**config.mk**
```make
export PLATFORM = sky130hd
export DESIGN_NAME = axi_lite_master_arbiter
export DESIGN_NICKNAME = d
export VERILOG_FILES = /design/src/rtl/axi_lite_master_arbiter.sv
export SDC_FILE = /design/constraint.sdc
export NUM_CORES = 1
export LEC_CHECK = 0
export ABC_AREA = 1
export CORE_AREA = 2 2 140 142
export CTS_BUF_LIST = sky130_fd_sc_hd__clkbuf_4 sky130_fd_sc_hd__clkbuf_8
export DETAILED_ROUTE_END_ITERATION = 16
export DIE_AREA = 0 0 142 144
export GPL_TIMING_DRIVEN = 1
export PLACE_DENSITY = 0.71
export SLEW_MARGIN = 20
export SYNTH_ARGS = -nofsm -noshare
export SYNTH_HDL_FRONTEND = slang
export SYNTH_SLANG_ARGS = --single-unit
```
**constraint.sdc**
```tcl
create_clock -name clk -period 1.8 [get_ports clk]
set_clock_uncertainty 0.15 [all_clocks]
set_input_delay 0.27 -clock clk [delete_from_list [all_inputs] [get_ports clk]]
set_output_delay 0.27 -clock clk [all_outputs]
set_load 0.02 [all_outputs]
```
**src/rtl/axi_lite_master_arbiter.sv**
```systemverilog
`default_nettype none
// ============================================================================
// Module      : axi_lite_master_arbiter
// Description : Shares one AXI4-Lite master port between instruction fetch
//               (port 0) and MEM-stage data access (port 1) using req/done.
// Revision    : 1.0 - initial release
// ============================================================================
module axi_lite_master_arbiter #(
    parameter int ADDR_WIDTH = 32,
    parameter bit RR_EN      = 1'b1
) (
    input  logic                  clk,
    input  logic                  rst,

    input  logic                  m0_req,
    input  logic                  m0_we,
    input  logic [ADDR_WIDTH-1:0] m0_addr,
    input  logic [31:0]           m0_wdata,
    input  logic [3:0]            m0_wstrb,
    output logic [31:0]           m0_rdata,
    output logic                  m0_done,
    output logic                  m0_err,

    input  logic                  m1_req,
    input  logic                  m1_we,
    input  logic [ADDR_WIDTH-1:0] m1_addr,
    input  logic [31:0]           m1_wdata,
    input  logic [3:0]            m1_wstrb,
    output logic [31:0]           m1_rdata,
    output logic                  m1_done,
    output logic                  m1_err,

    output logic [ADDR_WIDTH-1:0] awaddr,
    output logic                  awvalid,
    input  logic                  awready,
    output logic [31:0]           wdata,
    output logic [3:0]            wstrb,
    output logic                  wvalid,
    input  logic                  wready,
    input  logic [1:0]            bresp,
    input  logic                  bvalid,
    output logic                  bready,
    output logic [ADDR_WIDTH-1:0] araddr,
    output logic                  arvalid,
    input  logic                  arready,
    input  logic [31:0]           rdata,
    input  logic [1:0]            rresp,
    input  logic                  rvalid,
    output logic                  rready
);

    typedef enum logic [2:0] {
        S_IDLE    = 3'd0,
        S_RD_ADDR = 3'd1,
        S_RD_DATA = 3'd2,
        S_WR_REQ  = 3'd3,
        S_WR_RESP = 3'd4
    } state_t;

    state_t                  state_q,   state_d;
    logic                    grant_q,   grant_d;
    logic                    last_q,    last_d;
    logic                    we_q,      we_d;
    logic [ADDR_WIDTH-1:0]   addr_q,    addr_d;
    logic [31:0]             wdata_q,   wdata_d;
    logic [3:0]              wstrb_q,   wstrb_d;
    logic                    aw_done_q, aw_done_d;
    logic                    w_done_q,  w_done_d;
    logic                    arvalid_q, arvalid_d;
    logic                    rready_q,  rready_d;
    logic                    awvalid_q, awvalid_d;
    logic                    wvalid_q,  wvalid_d;
    logic                    bready_q,  bready_d;
    logic [1:0]              done_q,    done_d;
    logic [1:0]              err_q,     err_d;
    logic [31:0]             rdata0_q,  rdata0_d;
    logic [31:0]             rdata1_q,  rdata1_d;

    logic                    w_pick;
    logic                    w_aw_fire;
    logic                    w_w_fire;
    logic                    w_unused;

    // Only resp[1] matters to requesters; bit 0 distinguishes OKAY/EXOKAY.
    assign w_unused = ^{rresp[0], bresp[0]};

    always_comb begin
        state_d   = state_q;
        grant_d   = grant_q;
        last_d    = last_q;
        we_d      = we_q;
        addr_d    = addr_q;
        wdata_d   = wdata_q;
        wstrb_d   = wstrb_q;
        aw_done_d = aw_done_q;
        w_done_d  = w_done_q;
        arvalid_d = arvalid_q;
        rready_d  = rready_q;
        awvalid_d = awvalid_q;
        wvalid_d  = wvalid_q;
        bready_d  = bready_q;
        done_d    = 2'b00;
        err_d     = 2'b00;
        rdata0_d  = rdata0_q;
        rdata1_d  = rdata1_q;
        w_pick    = 1'b0;
        w_aw_fire = awvalid_q && awready;
        w_w_fire  = wvalid_q && wready;

        case (state_q)
            S_IDLE: begin
                // A requester still holding req during its done cycle must not be re-granted.
                if ((m0_req || m1_req) && (done_q == 2'b00)) begin
                    if (m0_req && m1_req) begin
                        w_pick = RR_EN ? ~last_q : 1'b1;
                    end else begin
                        w_pick = m1_req;
                    end
                    grant_d   = w_pick;
                    last_d    = w_pick;
                    we_d      = w_pick ? m1_we    : m0_we;
                    addr_d    = w_pick ? m1_addr  : m0_addr;
                    wdata_d   = w_pick ? m1_wdata : m0_wdata;
                    wstrb_d   = w_pick ? m1_wstrb : m0_wstrb;
                    aw_done_d = 1'b0;
                    w_done_d  = 1'b0;
                    if (w_pick ? m1_we : m0_we) begin
                        state_d   = S_WR_REQ;
                        awvalid_d = 1'b1;
                        wvalid_d  = 1'b1;
                    end else begin
                        state_d   = S_RD_ADDR;
                        arvalid_d = 1'b1;
                    end
                end
            end

            S_RD_ADDR: begin
                if (arready) begin
                    arvalid_d = 1'b0;
                    rready_d  = 1'b1;
                    state_d   = S_RD_DATA;
                end
            end

            S_RD_DATA: begin
                if (rvalid && rready_q) begin
                    rready_d        = 1'b0;
                    done_d[grant_q] = 1'b1;
                    err_d[grant_q]  = rresp[1];
                    if (grant_q) begin
                        rdata1_d = rdata;
                    end else begin
                        rdata0_d = rdata;
                    end
                    state_d = S_IDLE;
                end
            end

            S_WR_REQ: begin
                if (w_aw_fire) begin
                    awvalid_d = 1'b0;
                    aw_done_d = 1'b1;
                end
                if (w_w_fire) begin
                    wvalid_d = 1'b0;
                    w_done_d = 1'b1;
                end
                if ((aw_done_q || w_aw_fire) && (w_done_q || w_w_fire)) begin
                    aw_done_d = 1'b0;
                    w_done_d  = 1'b0;
                    bready_d  = 1'b1;
                    state_d   = S_WR_RESP;
                end
            end

            S_WR_RESP: begin
                if (bvalid && bready_q) begin
                    bready_d        = 1'b0;
                    done_d[grant_q] = 1'b1;
                    err_d[grant_q]  = bresp[1];
                    state_d         = S_IDLE;
                end
            end

            default: begin
                state_d   = S_IDLE;
                arvalid_d = 1'b0;
                rready_d  = 1'b0;
                awvalid_d = 1'b0;
                wvalid_d  = 1'b0;
                bready_d  = 1'b0;
            end
        endcase
    end

    always_ff @(posedge clk) begin
        if (rst) begin
            state_q   <= S_IDLE;
            grant_q   <= 1'b0;
            last_q    <= 1'b0;
            we_q      <= 1'b0;
            addr_q    <= '0;
            wdata_q   <= '0;
            wstrb_q   <= '0;
            aw_done_q <= 1'b0;
            w_done_q  <= 1'b0;
            arvalid_q <= 1'b0;
            rready_q  <= 1'b0;
            awvalid_q <= 1'b0;
            wvalid_q  <= 1'b0;
            bready_q  <= 1'b0;
            done_q    <= 2'b00;
            err_q     <= 2'b00;
            rdata0_q  <= '0;
            rdata1_q  <= '0;
        end else begin
            state_q   <= state_d;
            grant_q   <= grant_d;
            last_q    <= last_d;
            we_q      <= we_d;
            addr_q    <= addr_d;
            wdata_q   <= wdata_d;
            wstrb_q   <= wstrb_d;
            aw_done_q <= aw_done_d;
            w_done_q  <= w_done_d;
            arvalid_q <= arvalid_d;
            rready_q  <= rready_d;
            awvalid_q <= awvalid_d;
            wvalid_q  <= wvalid_d;
            bready_q  <= bready_d;
            done_q    <= done_d;
            err_q     <= err_d;
            rdata0_q  <= rdata0_d;
            rdata1_q  <= rdata1_d;
        end
    end

    assign araddr   = addr_q;
    assign awaddr   = addr_q;
    assign wdata    = wdata_q;
    assign wstrb    = wstrb_q;
    assign arvalid  = arvalid_q;
    assign rready   = rready_q;
    assign awvalid  = awvalid_q;
    assign wvalid   = wvalid_q;
    assign bready   = bready_q;
    assign m0_done  = done_q[0];
    assign m1_done  = done_q[1];
    assign m0_err   = err_q[0];
    assign m1_err   = err_q[1];
    assign m0_rdata = rdata0_q;
    assign m1_rdata = rdata1_q;

endmodule
`default_nettype wire

```
==> results.txt <==
- Run status: finished clean
- Final critical delay including setup and external delays: 1660 ps
- Most common cell after layout, fill and taps aside: sky130_fd_sc_hd__clkdlybuf4s50_1
* Max-slew headroom at the worst pin: 74.6%
- The number of setup buffers added after CTS is 0.
- Summed area of non-filler cells in the final layout: 0.00999 mm2
- In this run the critical register-to-register path is launched from state_q[1].
- Clock tree from TritonCTS: built
- Clk slew on worst S/H paths: 100 ps
* Wire length reported by the detailed router: 21.0 mm
- Total power: 12.2 mW
* Number of flip-flops and latches in the synthesized netlist: 147
* Hold Crit Depth: 3
- In the global route stage, overall resource usage came out at 19.9%.
- The critical path ends at wdata[17].
- Source-to-sink clock delay at the later pin of the worst-skew pair: 450 ps
* Kind of end point of the critical path: output port
- Number of buffer cells added on primary ports: 353
- After detailed placement, the total cell area comes to 0.00975 mm2.
* Delay of the slowest cell on the worst path: 450 ps
* DRC violations left: 0
- Largest fanout on the critical path: 2
- Number of fillers in the final layout: 1,847
- Syn avg cell area: 7.48 um2
- Number of distinct standard cells referenced by the synthesized netlist: 26
- P&R area growth vs syn: 63.7%
- Antenna violations before repair: 1
- Chip Width: 142 um
- Using the TritonRoute via totals, the vias-per-cell ratio works out to 4.71.
- The tree is rooted in a sky130_fd_sc_hd__clkbuf_8.
- # IOs: 356
* Clock net sink count: 147
- The core region is 0.0191 mm2.
- Die Footprint: 0.0204 mm2
* Combined buffer and inverter count along the critical path: 1
* Hold Crit Class: in2reg
* Reg2Reg Setup Slack: 190 ps
- Timing-limited maximum frequency: 601 MHz
- Timing startpoint of the critical path: wdata[17]
- Setup violations remaining at the end of the flow were counted as 0.
* Commonest cells after routing, fill and taps aside: 180 x sky130_fd_sc_hd__clkdlybuf4s50_1, 173 x sky130_fd_sc_hd__dlygate4sd2_1, 169 x sky130_fd_sc_hd__nand2_1
* Worst EP arrival: 1240 ps
- Pin count of the biggest net entering global routing: 59
- Post-synth net total: 998
- Cell area after synthesis: 0.00610 mm2
- Total iterations of the first detailed-routing run: 5
- Worst IR drop on VDD: 476 uV
- DRT antenna net count: 0
* Max Cap Viol: 0
* R2r endpoint: wstrb[3]
- Initial Utilization: 32.0%
* CP Cell Sequence: dlygate4sd2_1
- Number of global-route vias before repair: 6,096
- On the critical path the largest part of the delay comes from buffers and inverters.
- Prior to clock tree synthesis, the placed netlist has a worst setup slack of -184 ps.
- Via total after detailed routing: 6,508
* Instance count on the critical path: 1
- Global-route wire length before repair: 32.0 mm
- The sequential cells in the finished layout cover a total of 0.00295 mm2.
- Share of the synthesized area in the top cell type: 48.2%
* Crit path kind: reg2out
- Syn. warnings: 0
- The number of clock buffers added by TritonCTS is 17.
- Post-Synthesis Cells: 815
- Most area-hungry cell type in the Yosys netlist: sky130_fd_sc_hd__dfxtp_1
* HPWL after DPL: 15.4 mm
- Post-route setup slack: 137 ps
- The number of antenna diodes in the final layout is 0.
- Htree depth: 4
- Vertical die dimension: 144 um
* Last weighted congestion value of the routability-driven placer: 0.850
* Top cells by area in the synthesized netlist: sky130_fd_sc_hd__dfxtp_1 48%, sky130_fd_sc_hd__nand2_1 10%, sky130_fd_sc_hd__o21ai_0 9.9%
- The first routing iteration left 232 violations.
- Depth of the worst register-to-register path: 8
- Areal power density over the cells: 1220 mW/mm2
- Clk buf depth: 2
- Placement row count: 51
- Summed over all cells, the static leakage comes to 4.82 nW.
* Fraction of the yosys area taken by sequential cells: 48.2%
- Transition time at the pin with the least slew margin: 382 ps
- For this design, the CTS-stage hold fixing added 0 buffers.
* Count of final hold-check violations: 0
- Area taken by multi-input logic gates: 0.00255 mm2
* Critical path startpoint category: flip-flop
- Cells with a size suffix above 1 make up 7.00% of the layout.
- STA puts the critical path data required time at 1380 ps.
- Final Max Tran Viols: 0
* Crit path max-delay cell type: sky130_fd_sc_hd__dlygate4sd2_1
* GR Overflow Total: 0
- In the final design database the tool counted 1,313 nets.
- Of the available clock period, the critical path in the final layout requires 92.4%.
- Unrepaired setup endpoints after global routing: false
- Detailed-route wire length per cell: 15.2 um
tightest hold or removal path: cells and delay by family:
kind | cells | cell delay [ps]
simple gates | 1 | 60
compound gates | 1 | 70
buf+inv | 1 | 390
layout make-up:
class / instances / share of cell area, %
tap: 238 / 2.98
timing repair buffer: 384 / 36.7
clock inverter: 15 / 2.12
multi-input combinational: 561 / 25.6
clock buffer: 17 / 2.34
sequential: 147 / 29.5
inverter: 19 / 0.777
kinds of logic after synthesis:
logic type	synth area share (%)
DFF	48.2
buffers and inverters	9.89
AOI/OAI and AO/OA	19.4
and+or+nand+nor	22.4
power by group:
part           switching [mW]  leakage (nW)  internal (mW)
combinational            2.91          3.39           1.94
clock                    1.49         0.228           1.45
sequential              0.453          1.20           3.92
total                    4.85          4.82           7.31
synthesized netlist by cell type (all sizes together):
cell type and n:
nand3 12, dfxtp 147, nor2 150, nand4 1
a31oi 69, o21ai 134, buf 66, inv 19
a22oi 1, clkbuf 22, nand2 171, nand3b 3
a21oi 15, nor3 5
registers in the layout, indices dropped and copies added (netlist names), 2 cells and up:
| signal | count |
|---|---|
| wdata | 32 |
| done_q | 2 |
| wstrb | 4 |
| err_q | 2 |
| m1_rdata | 32 |
| m0_rdata | 32 |
| state_q | 3 |
| araddr | 32 |
layer usage:
metal | up-vias | wire [um] | track usage, %
met4 | 0 | 430 | 6.89
met5 | - | 0 | 0
met2 | 248 | 10000 | 33.3
met3 | 27 | 1600 | 6.62
met1 | 2919 | 8880 | 23.9
li1 | 3314 | - | -
timing repair:
item / 4_1_cts / 5_1_grt
pin swaps: 0 / 0
gates resized for setup: 174 / 2
endpoints found under the setup margin: 173 / 6
stage by stage:
stage | hold WS [ps] | setup TNS [ps] | std cells | util, %
finish | 222 | 0 | 1381 | 52.3
global route | 202 | 0 | 1381 | 52.3
CTS | 184 | 0 | 1381 | 52.3
detailed placement | 309 | -12880 | 1349 | 51.1
global placement | 306 | -12290 | 1349 | 51.1
floorplan | 255 | 0 | 815 | -
worst min path at each step:
stage	slack [ps]	end	startpoint
final	220	wdata[16]	m0_wdata[16]
after global routing	200	wstrb[1]	m1_wstrb[1]
after CTS	180	wdata[16]	m0_wdata[16]
after detailed placement	310	arvalid	arvalid
after global placement	310	aw_done_q	aw_done_q
after floorplan	250	m0_rdata[16]	rdata[16]
No activity file was read; power rests on OpenSTA's default activity.
